File: src/rtl/pwm_pkg.sv
// Shared definitions for the transducer PWM path: phase width, phase type,
// the layout of the 32-bit phase command word, and the duty-window compare.
package pwm_pkg;

   localparam int PHASE_W     = 8;
   localparam int PHASE_STEPS = 256;

   typedef logic [PHASE_W-1:0] phase_t;

   // 32-bit phase command word as written by the upstream register stage.
   localparam int CMD_W         = 32;
   localparam int CMD_PHASE_LSB = 0;
   localparam int CMD_PHASE_MSB = 7;
   localparam int CMD_CHAN_LSB  = 8;
   localparam int CMD_CHAN_MSB  = 15;
   localparam int CMD_EN_BIT    = 16;

   // True while the current step lies inside the high window that starts at
   // phase ph. The difference wraps at 8 bits. The compare is 9 bits wide,
   // so duty=256 covers every step.
   function automatic logic in_window(input phase_t step, input phase_t ph,
                                      input logic [PHASE_W:0] duty);
      phase_t rel;
      rel = step - ph;
      return ({1'b0, rel} < duty);
   endfunction

endpackage

File: src/rtl/pwm_timebase.sv
// Period timebase: a clock divider feeding a 256-step counter. It flags the
// last clock of each period (boundary) and pulses period_start in the first
// clock of the next period. A sync pulse restarts the period immediately.
// It is kept separate so that one instance can later drive a whole array,
// with step_cnt and boundary broadcast to every channel.
module pwm_timebase
   import pwm_pkg::*;
#(
   parameter int CLK_DIV = 5
) (
   input  logic   clk,
   input  logic   rst,
   input  logic   sync,
   output phase_t step_cnt,
   output logic   boundary,
   output logic   period_start
);

   localparam logic [7:0] DIV_LAST = 8'(CLK_DIV - 1);

   logic [7:0] div_cnt;
   logic       div_last;

   assign div_last = (div_cnt == DIV_LAST);
   assign boundary = div_last && (step_cnt == phase_t'(PHASE_STEPS - 1));

   // Counter advance. Sync and boundary both restart the period, and a
   // coincident pair acts as a single restart.
   always_ff @(posedge clk) begin
      if (rst) begin
         div_cnt      <= '0;
         step_cnt     <= '0;
         period_start <= 1'b0;
      end else if (sync || boundary) begin
         div_cnt      <= '0;
         step_cnt     <= '0;
         period_start <= 1'b1;
      end else begin
         period_start <= 1'b0;
         if (div_last) begin
            div_cnt  <= '0;
            step_cnt <= step_cnt + phase_t'(1);
         end else begin
            div_cnt  <= div_cnt + 8'd1;
         end
      end
   end

endmodule

File: src/rtl/pwm_channel.sv
// One transducer PWM channel. Phase and enable are captured into shadow
// registers only at a period restart (boundary or sync), so the output never
// carries a truncated pulse. The registered output lags the counter by one clk.
module pwm_channel
   import pwm_pkg::*;
#(
   parameter int CLK_DIV = 5,
   parameter int DUTY    = 128
) (
   input  logic               clk,
   input  logic               rst,
   input  logic [PHASE_W-1:0] phase,
   input  logic               pwm_en,
   input  logic               sync,
   output logic               pwm_out,
   output logic               period_start,
   output logic               active
);

   localparam logic [PHASE_W:0] DUTY_STEPS = (PHASE_W + 1)'(DUTY);

   phase_t step_cnt;
   logic   boundary;
   phase_t phase_sh;
   logic   en_sh;

   pwm_timebase #(
      .CLK_DIV (CLK_DIV)
   ) u_timebase (
      .clk          (clk),
      .rst          (rst),
      .sync         (sync),
      .step_cnt     (step_cnt),
      .boundary     (boundary),
      .period_start (period_start)
   );

   // Shadow load. Only the request present in the restart cycle takes effect.
   always_ff @(posedge clk) begin
      if (rst) begin
         phase_sh <= '0;
         en_sh    <= 1'b0;
      end else if (sync || boundary) begin
         phase_sh <= phase;
         en_sh    <= pwm_en;
      end
   end

   // Registered output: high while the step is inside the shifted duty window.
   always_ff @(posedge clk) begin
      if (rst) begin
         pwm_out <= 1'b0;
      end else begin
         pwm_out <= en_sh && in_window(step_cnt, phase_sh, DUTY_STEPS);
      end
   end

   assign active = en_sh;

endmodule

File: config.mk
export PLATFORM = sky130hd
export DESIGN_NAME = pwm_channel
export DESIGN_NICKNAME = d
export VERILOG_FILES = /design/src/rtl/pwm_pkg.sv /design/src/rtl/pwm_timebase.sv /design/src/rtl/pwm_channel.sv
export SDC_FILE = /design/constraint.sdc
export NUM_CORES = 1
export LEC_CHECK = 0
export BUFFER_PORTS_ARGS = -buffer_cell sky130_fd_sc_hd__buf_2
export CAP_MARGIN = 10
export CELL_PAD_IN_SITES_DETAIL_PLACEMENT = 1
export CELL_PAD_IN_SITES_GLOBAL_PLACEMENT = 1
export CORE_MARGIN = 4
export CORE_UTILIZATION = 38
export CTS_CLUSTER_DIAMETER = 120
export DETAILED_ROUTE_END_ITERATION = 12
export HOLD_SLACK_MARGIN = 0.12
export PLACE_DENSITY = 0.82
export SLEW_MARGIN = 25
export SYNTH_ARGS = -nofsm -noshare
export SYNTH_HDL_FRONTEND = slang
export SYNTH_HIERARCHICAL = 1
export SYNTH_SLANG_ARGS = --single-unit
File: constraint.sdc
create_clock -name clk -period 2.04 [get_ports clk]
set_input_delay 0.102 -clock clk [delete_from_list [all_inputs] [get_ports clk]]
set_output_delay 0.102 -clock clk [all_outputs]
set_load 0.02 [all_outputs]
==> summary.md <==
| Metric | Value |
|---|---|
| Sink Count | `27` |
| Buf/Inv on CP | `2` |
| Final-report max-slew violation count | `0` |
| Post-Syn Instances | `155` |
| Clock latency on the worst-skew pair | `330 ps` |
| TritonCTS clock tree | `done` |
| CP dominant cell by count | `or4_4` |
| Yosys top cell by area | `dfxtp_1` |
| Critical path required time | `2310 ps` |
| IO Count | `15` |
| Finish-stage setup viols | `0` |
| Crit-path cells | `or4_4 > or4_4 > inv_2 > buf_12 > o21ai_0 > a21oi_1` |
| Status | `completed` |
| Hold crit path type | `in -> reg` |
| Vias in the first global route | `1271` |
| DR WL/cell | `14.4 um` |
| Max-cap violations | `0` |
| Slew Limit Headroom | `0.786` |
| Synth unique cells | `27` |
| Top cells by count, synth | `dfxtp_1, nand2_1, nor2_1, a21oi_1` |
| Tot GR Track Use | `0.167` |
| Ys async rst share | `0` |
| Hold Path Stages | `3` |
| Reg-to-reg setup timing slack | `60 ps` |
| Die width | `66.5 um` |
| Antenna Cells | `0` |
| Clk_skew | `9.82 ps` |
| Post-synth top area share | `0.416` |
| Drt initial violations | `38` |
| Die Area | `0.00442 sq mm` |
| Area growth syn-to-layout | `23.6%` |
| First-pass GRT wire length | `5750 um` |
| Worst Setup End Kind | `flip-flop` |
| Share of layout cells above drive strength 1 | `0.171` |
| Power Dens Cells | `547 mW/mm^2` |
| Post-Route WL | `3320 um` |
| Antenna-violating nets left | `0` |
| Worst Max-Slew Pin Slew | `318 ps` |
| Vias per cell | `5.08` |
| Largest net degree at the start of global routing | `16` |
| Maximum VDD drop | `273 uV` |
| CTS clk-pin slew, worst paths | `150 ps` |
| Top-count cell post-synth | `dfxtp_1` |
| Crit path DAT | `2250 ps` |
| Final hold violation count | `0` |
| Nets | `209` |
| Seq cells post-synth | `27` |
| Clk buf depth | `2` |
| WP depth | `6` |
| CP max stage cell | `or4_4` |
| Ys Warns | `6` |
| Sequential share of the synthesized area | `0.416` |
| Reg2reg path depth | `6` |
| Tmin final | `1980 ps` |
| Clock root buffer master | `clkbuf_4` |
| Top cells by area, synth | `dfxtp_1, ha_1, a21oi_1` |
| Maximum fanout along the worst path | `10` |
| Drc violations | `0` |
| DP Area | `0.00148 sq mm` |
| H-tree Lvls | `1` |
| Avg Synthesized Cell Area | `8.39 sq um` |
| Port bufs | `14` |
| Cell Rows | `20` |
| Fin crit share | `0.972` |
| Vias | `1173` |
| Fmax | `504 MHz` |
| CP top delay family | `simple AND/OR/NAND/NOR gates` |
| Crit Path Category | `reg -> reg` |
| Post-synth EDFFs | `0` |
| Area of the core | `0.00315 sq mm` |
| Most used DFF post-synth | `dfxtp_1` |
| CP max stage delay | `550 ps` |
| Cell Area, Synth | `0.00130 sq mm` |
| Final instance area | `0.00161 sq mm` |
| Post-synth net total | `176` |
| TNS Setup | `0 ps` |
| LEAKAGE | `0.000646 uW` |
| Startpoint types | `flip-flop` |
| Initial DRT Pass Iterations | `4` |
| Total grt overflow | `0` |
| Initial Util | `0.412` |
| Initial antenna violation count | `0` |
| RSZ-0062 raised after global routing | `false` |
| HPWL Detailed | `2440 um` |
| Chip height | `66.5 um` |
| Fillers | `392` |
| CTS buffer count | `3` |
| RD Place Congestion | `0.786` |
-- layout by cell type (no fill, tap or decap), types with 9 or more instances in the layout --
cell type,netlist,routed
a21oi_1,14,14
buf_2,3,14
inv_1,11,10
nand2_1,16,16
ha_1,9,9
dfxtp_1,27,27
o21ai_0,11,11
nor2_1,16,16
dlygate4sd3_1,0,10
nand3_1,9,9
-- logic make-up (layout without fill, tap and decap cells) --
group | count (synthesis) | count (layout) | synth area share
AO/OA/AOI/OAI | 28 | 28 | 0.111
XOR/XNOR | 14 | 14 | 0.0943
adder cells (fa/ha/maj) | 9 | 9 | 0.0866
buffers and inverters | 15 | 47 | 0.0491
flip-flops | 27 | 27 | 0.416
multiplexers | 1 | 1 | 0.00770
AND/OR/NAND/NOR | 61 | 61 | 0.236
-- metal layers --
metal / routed length [um] / GRT usage / vias to the layer above
li1: - / - / 585
met1: 1480 / 0.216 / 565
met2: 1690 / 0.292 / 19
met3: 114 / 0.0202 / 4
met4: 33 / 0.0431 / 0
met5: 0 / 0 / -
-- what timing repair did --
item	CTS	global route
gates resized for setup	0	2
endpoints found under the setup margin	0	6
hold endpoints to repair	10	0
buffers inserted	0	0
hold buffers	10	0
-- metrics by stage --
| stage | utilization | setup WS (ps) | std cells | total power [uW] | hold WS, ps |
|---|---|---|---|---|---|
| after floorplan | - | 0.183 | 155 | 606 | 164 |
| after global placement | 0.468 | 118 | 217 | 632 | 370 |
| after detailed placement | 0.468 | 29.7 | 217 | 638 | 379 |
| after CTS | 0.508 | 13.5 | 231 | 889 | 153 |
| after global routing | 0.510 | 24.0 | 231 | 922 | 185 |
| final | 0.510 | 56.4 | 231 | 878 | 168 |
-- where the power goes --
group          switching [uW]  leakage [uW]  internal (uW)  total, uW
sequential               9.61      0.000220            541        550
combinational            49.4      0.000409           42.8       92.2
clock                     162     0.0000177           73.6        236
total                     221      0.000646            657        878
-- worst paths after layout --
path,from,end
min,sync,u_timebase/period_start$_SDFF_PP0_
max reg2reg,u_timebase/div_cnt[5]$_SDFF_PP0_,phase_sh[6]$_SDFFE_PP0P_
max,u_timebase/div_cnt[5]$_SDFF_PP0_,phase_sh[6]$_SDFFE_PP0P_
min reg2reg,phase_sh[7]$_SDFFE_PP0P_,phase_sh[7]$_SDFFE_PP0P_
-- worst register-to-register path, stage by stage, from the launching register on --
cell	delay, ps
dfxtp_1	340
or4_4	530
or4_4	550
inv_2	80
buf_12	130
o21ai_0	110
a21oi_1	190
-- flip-flops by register name, indices dropped and copies added, names as in the netlist --
name	flops
phase_sh	8
u_timebase/step_cnt	8
u_timebase/period_start	1
u_timebase/div_cnt	8
pwm_out	1
active	1
-- area by class of cell --
type / instances / area [sq um] / share of cell area
clock buffers: 3 / 22.5 / 0.0140
clock inverters: 1 / 5.00 / 0.00312
inverters: 11 / 41.3 / 0.0257
multi-input cells: 113 / 699 / 0.435
flip-flops and latches: 27 / 541 / 0.336
well taps: 44 / 55.1 / 0.0343
repair buffers: 32 / 243 / 0.151
Note: power is estimated with default switching activity, not from simulation.
